==> config.mk <==
export PLATFORM = sky130hd
export DESIGN_NAME = dense_25d_stream_ctrl
export DESIGN_NICKNAME = d
export VERILOG_FILES = /design/src/rtl/dense_25d_stream_ctrl.sv
export SDC_FILE = /design/constraint.sdc
export NUM_CORES = 1
export LEC_CHECK = 0
export ABC_AREA = 0
export CAP_MARGIN = 20
export CORE_AREA = 2 2 80 120
export CTS_CLUSTER_SIZE = 8
export DETAILED_ROUTE_END_ITERATION = 12
export DIE_AREA = 0 0 82 122
export GPL_TIMING_DRIVEN = 1
export HOLD_SLACK_MARGIN = 0.02
export PLACE_DENSITY = 0.84
export SLEW_MARGIN = 15
export SYNTH_ARGS = -nofsm -noshare
export SYNTH_HDL_FRONTEND = slang
export SYNTH_SLANG_ARGS = --single-unit
==> constraint.sdc <==
create_clock -name clock -period 6 [get_ports clock]
set_input_delay 1.2 -clock clock [delete_from_list [all_inputs] [get_ports clock]]
set_output_delay 1.2 -clock clock [all_outputs]
set_load 0.02 [all_outputs]
==> src/rtl/dense_25d_stream_ctrl.sv <==
// dense_25d_stream_ctrl
// ---------------------
// Sequencer for one enable-gated dense_25D convolution datapath instance.
// It accepts a raster pixel stream, feeds the datapath one pixel per enabled
// step, and tracks which steps carry a complete window. When that window's
// result leaves the datapath pipeline it raises out_valid with the window's
// coordinates. At end of frame it flushes the pipeline and pulses done.
//
// Ports
//   clock, reset   single clock; synchronous active-high reset
//   start          frame start pulse, only acted on while idle
//   pix_in         incoming pixel; pix_in_valid / pix_in_ready handshake
//   dp_pixel       pixel driven into the datapath (zero while flushing)
//   dp_en          advances datapath shift registers and pipeline one step
//   out_valid      datapath output holds a valid window result this cycle
//   out_col/out_row coordinates of the result flagged by out_valid
//   busy           high while loading or flushing
//   done           one-cycle end-of-frame pulse
//   stall_count    LOAD cycles with no input offered (optional feature)
//
// Optional feature macro: DENSE_CTRL_STALL_CNT_EN
//   defined   -> stall_count is a saturating 16-bit stall counter
//   undefined -> stall_count is tied to 0
module dense_25d_stream_ctrl #(
    parameter int DATA_W       = 8,
    parameter int P_SR_DEPTH   = 4,
    parameter int NUM_SR_ROWS  = 4,
    parameter int IMG_WIDTH    = 8,
    parameter int IMG_HEIGHT   = 8,
    parameter int PIPE_LATENCY = 8
) (
    input  logic              clock,
    input  logic              reset,
    input  logic              start,
    input  logic [DATA_W-1:0] pix_in,
    input  logic              pix_in_valid,
    output logic              pix_in_ready,
    output logic [DATA_W-1:0] dp_pixel,
    output logic              dp_en,
    output logic              out_valid,
    output logic [15:0]       out_col,
    output logic [15:0]       out_row,
    output logic              busy,
    output logic              done,
    output logic [15:0]       stall_count
);

    // The out_valid flop acts as the final (tail) tag position, so the
    // explicit tag shift register only needs PIPE_LATENCY-1 stages.
    localparam int TAG_D = PIPE_LATENCY - 1;

    typedef enum logic [1:0] {
        IDLE  = 2'd0,
        LOAD  = 2'd1,
        DRAIN = 2'd2,
        DONE  = 2'd3
    } state_t;

    state_t state, state_next;

    logic [15:0]      col_cnt;
    logic [15:0]      row_cnt;
    logic [15:0]      drain_cnt;
    logic [TAG_D-1:0] tag_sr;
    logic [TAG_D-1:0] tag_sr_next;
    logic             tag_in;
    logic             win_tag;
    logic             last_pix;
    logic             accept;
    logic             frame_start;

    assign win_tag  = (row_cnt >= 16'(NUM_SR_ROWS - 1)) && (col_cnt >= 16'(P_SR_DEPTH - 1));
    assign last_pix = (row_cnt == 16'(IMG_HEIGHT - 1)) && (col_cnt == 16'(IMG_WIDTH - 1));
    assign frame_start = (state == IDLE) && start;

    always_ff @(posedge clock) begin
        if (reset) begin
            state <= IDLE;
        end else begin
            state <= state_next;
        end
    end

    always_comb begin
        state_next   = state;
        pix_in_ready = 1'b0;
        dp_en        = 1'b0;
        dp_pixel     = '0;
        busy         = 1'b0;
        done         = 1'b0;
        tag_in       = 1'b0;
        accept       = 1'b0;
        case (state)
            IDLE: begin
                if (start) begin
                    state_next = LOAD;
                end
            end
            LOAD: begin
                pix_in_ready = 1'b1;
                busy         = 1'b1;
                accept       = pix_in_valid;
                dp_en        = pix_in_valid;
                dp_pixel     = pix_in;
                tag_in       = win_tag;
                if (pix_in_valid && last_pix) begin
                    state_next = DRAIN;
                end
            end
            DRAIN: begin
                busy  = 1'b1;
                dp_en = 1'b1;
                if (drain_cnt == 16'd0) begin
                    state_next = DONE;
                end
            end
            DONE: begin
                done       = 1'b1;
                state_next = IDLE;
            end
            default: begin
                state_next = IDLE;
            end
        endcase
    end

    // Shifting left drops the oldest tag; written this way so a
    // single-stage register (PIPE_LATENCY=2) needs no special case.
    always_comb begin
        tag_sr_next    = tag_sr << 1;
        tag_sr_next[0] = tag_in;
    end

    always_ff @(posedge clock) begin
        if (reset) begin
            col_cnt   <= '0;
            row_cnt   <= '0;
            drain_cnt <= '0;
            tag_sr    <= '0;
            out_valid <= 1'b0;
            out_col   <= '0;
            out_row   <= '0;
        end else begin
            if (frame_start) begin
                col_cnt   <= '0;
                row_cnt   <= '0;
                drain_cnt <= '0;
                out_col   <= '0;
                out_row   <= '0;
            end

            if (accept) begin
                if (col_cnt == 16'(IMG_WIDTH - 1)) begin
                    col_cnt <= '0;
                    row_cnt <= row_cnt + 16'd1;
                end else begin
                    col_cnt <= col_cnt + 16'd1;
                end
            end

            // Flush length: after the last pixel, PIPE_LATENCY-1 more steps
            // bring its tag to the tail.
            if (accept && last_pix) begin
                drain_cnt <= 16'(PIPE_LATENCY - 2);
            end else if (state == DRAIN && drain_cnt != 16'd0) begin
                drain_cnt <= drain_cnt - 16'd1;
            end

            // Tags move only when the datapath moves, so bubbles hold both
            // in lockstep and never produce a result flag.
            if (dp_en) begin
                tag_sr    <= tag_sr_next;
                out_valid <= tag_sr[TAG_D-1];
            end else begin
                out_valid <= 1'b0;
            end

            // Coordinates advance after each flagged result so they name the
            // result currently on the output.
            if (out_valid) begin
                if (out_col == 16'(IMG_WIDTH - P_SR_DEPTH)) begin
                    out_col <= '0;
                    out_row <= out_row + 16'd1;
                end else begin
                    out_col <= out_col + 16'd1;
                end
            end
        end
    end

`ifdef DENSE_CTRL_STALL_CNT_EN
    logic [15:0] stall_q;

    // Counts LOAD cycles with no pixel offered; saturates and holds after
    // the frame so it can be read once the frame is done.
    always_ff @(posedge clock) begin
        if (reset) begin
            stall_q <= '0;
        end else if (frame_start) begin
            stall_q <= '0;
        end else if (state == LOAD && !pix_in_valid && stall_q != 16'hFFFF) begin
            stall_q <= stall_q + 16'd1;
        end
    end

    assign stall_count = stall_q;
`else
    assign stall_count = '0;
`endif

endmodule
==> metrics.log <==
[metrics] number of max-slew violations in the final report: 0
[metrics] element type at the critical path start: input port
[metrics] critical path arrival: 3330 ps
[metrics] fraction of power spent switching nets: 0.292
[metrics] static power due to leakage: approximately 1.9 nW
[metrics] maximum clock frequency: between 200 and 250 MHz
[metrics] Filler cells: 776
[metrics] EDFF count, synth: 0
[metrics] GR Util All Layers: 0.239
[metrics] Cell Area, Synth: ~4800 um2
[metrics] placeable core area: 9040 um2
[metrics] depth of the worst hold-timing path: 2
[metrics] Setup Crit Path Kind: in -> out
[metrics] setup skew after layout: ~6.7 ps
[metrics] final standard cell utilization of the core: 0.625
[metrics] Detailed Routing Iterations Pass 1: 7
[metrics] transition time of the tightest slew-check pin: ~920 ps
[metrics] total net switching power: approximately 0.44 mW
[metrics] Critical Path Slowest Stage Cell: clkdlybuf4s50_1
[metrics] cell area after placement: 5330 um2
[metrics] cell count after synthesis: 593
[metrics] remaining design rule violation count: 0
[metrics] slack of the critical path: 1470 ps
[metrics] worst r2r path cells: 7
[metrics] wire length reported by the detailed router: roughly 11,000 um
[metrics] number of buffers inserted for hold repair after clock tree synthesis: 0
[metrics] count of standard-cell rows: 43
[metrics] CTS tree: built
[metrics] cell area power density: between 200 and 300 nW/um2
[metrics] maximum resistive drop on vdd: 0.000201 V
[metrics] number of diodes: 0
[metrics] final setup violating endpoints: 0
[metrics] CP peak stage delay: 620 ps
[metrics] post-placement worst setup slack: 1510 ps
[metrics] worst reg2reg setup slack: 3220 ps
[metrics] average wire length per cell after detail routing: ~15 um
[metrics] clock transition time at the flip-flop clock pins of the worst setup and hold paths: ~60 ps
[metrics] final std cell area, no fill: roughly 5700 um2
[metrics] cells along the critical path: clkdlybuf4s50_1, and2_1, o21ai_1, inv_1, clkdlybuf4s50_1
[metrics] largest net degree at the start of global routing: 65
[metrics] share of post-route cells with drive strength above 1: 0.0483
[metrics] share of async-settable or async-resettable flops after synthesis: 0
[metrics] maximum root-to-sink buffer count: 2
[metrics] number of nets still failing antenna checks after routing: 0
[metrics] combinational share of power: 0.199
[metrics] setup repair after global routing missed its margin: false
[metrics] wire length of the first global-routing pass: around 19,000 um
[metrics] portion of the post-synthesis area used by sequential elements: 0.377
[metrics] RD Place Congestion: ~0.84
[metrics] count of instances resized after the clock tree is built: 0
[metrics] filler-free cell count of the finished design: between 700 and 800
[metrics] final setup TNS: 0 ps
[metrics] Max Cap Violations: 0
[metrics] share of power burned in registers: 0.408
[metrics] Initial Utilization: 0.528
[metrics] root buffer cell: clkbuf_16
[metrics] sequential standard cell area: 1800 um2
[metrics] H-tree depth: 3
[metrics] # clock sinks: 90
[metrics] startpoint of the worst-slack reg-to-reg timing path: drain_cnt[0]$_SDFFE_PP0P_
[metrics] fraction of power consumed by the clock network: 0.392
[metrics] IO Count: between 70 and 80
[metrics] total clock buffers created by CTS: 9
[metrics] cell occurring most often along the worst timing path: clkdlybuf4s50_1
[metrics] FF+latch count, synth: 90
[metrics] endpoint with the worst hold slack: tag_sr[6]$_SDFFE_PP0P_
[metrics] crit path capture type: primary output
[metrics] Final Critical Period: roughly 4500 ps
[metrics] Slew Limit Headroom: 0.381
[metrics] drt first-iter violations: ~330
[metrics] total vias in the final route: between 4k and 5k
[metrics] fin nets: 660
[metrics] total power consumption of the routed design: about 1.5 mW
[metrics] number of warnings reported in the yosys synthesis log: 0
[metrics] Mean Syn Cell Area: between 8 and 9 um2
[metrics] area of the multi-input gates: roughly 2800 um2
[metrics] area added between synthesis and finish: 18.4%
[metrics] commonest register cell after synthesis: dfxtp_1
[metrics] Remaining Overflow, GRT: 0
[metrics] critical path peak fanout: 10
[metrics] part of the cycle the worst path needs: 0.755
[metrics] Crit path required time: roughly 4800 ps
[metrics] full die area: roughly 10,000 um2
[metrics] height of the die: 122 um
[metrics] number of global-route vias before repair: between 4k and 5k
[metrics] library cells used by synthesis: between 50 and 60
[metrics] antenna violations before repair: 0
[metrics] hold path startpoint: tag_sr[6]$_SDFFE_PP0P_
[metrics] final hold violation count: 0
[metrics] # placed instances: between 700 and 800
[metrics] Critical R2R Capture: state[1]$_SDFFE_PP0P_
[metrics] outcome: complete, no violations
[metrics] Hold Worst Slack: approximately 450 ps
[metrics] buffers inserted by post-CTS timing repair: 0
[metrics] internal cell power: 1.06 mW
[metrics] HPWL after detailed placement: just under 8000 um
[metrics] IO Port Bufs: 56
[metrics] width of the chip: 82 um
[metrics] routed vias/inst: around 6.1
[metrics] clock network latency to the later pin of the worst-skew pair: between 300 and 400 ps
[metrics] path type of the worst min-delay path: reg -> reg
cell type report:
class	count	share of cell area
Tap cell	112	0.0248
Timing Repair Buffer	59	0.102
Inverter	17	0.0113
Sequential cell	90	0.319
Multi-Input combinational cell	460	0.487
Clock inverter	3	0.00819
Clock buffer	13	0.0478
routing by layer:
metal | wire, um | vias to the layer above | global-route usage
met2 | 5690 | 168 | 0.404
met1 | 4720 | 2143 | 0.280
li1 | - | 2227 | -
met3 | 594 | 26 | 0.0452
met5 | 0 | - | 0
met4 | 301 | 0 | 0.128
worst max-delay path, delay by kind of cell:
kind	cells	cell delay, ps
compound gates	1	530
buf+inv	3	1360
simple gates	1	240
cell usage after synthesis (5+ instances only):
cell type | number | share of area
and4_1 | 9 | 0.017
xor2_1 | 7 | 0.013
nor3_1 | 30 | 0.031
nand2b_1 | 8 | 0.010
nand2_1 | 64 | 0.050
nor2_1 | 63 | 0.050
and3_1 | 6 | 0.0079
clkbuf_1 | 22 | 0.017
nor4_1 | 11 | 0.014
xnor2_1 | 21 | 0.039
a21oi_1 | 38 | 0.040
nand3_1 | 30 | 0.031
o31ai_1 | 5 | 0.0079
dfxtp_1 | 90 | 0.38
nand4_1 | 19 | 0.025
or4_1 | 7 | 0.011
a31oi_1 | 7 | 0.0092
and2_1 | 12 | 0.016
a311oi_1 | 19 | 0.035
buf_4 | 16 | 0.025
inv_1 | 17 | 0.013
o21ai_0 | 15 | 0.016
or3_1 | 6 | 0.0079
ha_1 | 11 | 0.029
power groups by stage:
stage	Combinational [mW]	Sequential [mW]	Clock (mW)
2_1_floorplan	0.204	0.622	0
5_1_grt	0.326	0.611	0.624
3_3_place_gp	0.283	0.623	0
4_1_cts	0.296	0.610	0.594
3_5_place_dp	0.294	0.624	0
6_report	0.297	0.610	0.586
state kept, by name, indices dropped and copies added, names as in the netlist:
register / count
col_cnt: 16
drain_cnt: 16
out_col: 16
tag_sr: 7
state: 2
out_row: 16
out_valid: 1
row_cnt: 16
worst max-delay path by stage:
stage	start	endpoint	slack, ps	cells after the start
detailed placement	pix_in_valid	dp_en	1510	5
floorplan	pix_in_valid	dp_en	2760	3
global placement	pix_in_valid	dp_en	1620	5
CTS	pix_in_valid	dp_en	1480	5
global route	pix_in_valid	dp_en	1330	5
finish	pix_in_valid	dp_en	1470	5
logic make-up after synthesis:
group / Yosys count / synth area share
simple gates: 291 / 0.320
compound gates: 112 / 0.159
flops: 90 / 0.377
buf+inv: 58 / 0.0587
xor+xnor: 28 / 0.0514
fa+ha+maj: 11 / 0.0288
mux: 2 / 0.00446
other cells: 1 / 0.000786
layout by cell type (no fill, tap or decap), drive strengths merged, types with 3 or more instances in the layout:
master	count
dfxtp	90
nand2	64
nor2	63
clkdlybuf4s50	55
a21oi	38
nand3	30
nor3	30
xnor2	21
nand4	19
a311oi	19
inv	17
o21ai	17
conb	16
clkbuf	13
and2	12
nor4	11
ha	11
or4	10
and4	9
nand2b	8
a31oi	7
xor2	7
or3	6
and3	6
o31ai	5
nand3b	4
a41oi	4
nor4b	4
a211oi	4
or4b	4
buf	4
nand4b	3
a21o	3
nor3b	3
o41ai	3
Note: power is estimated with default switching activity, not from simulation.
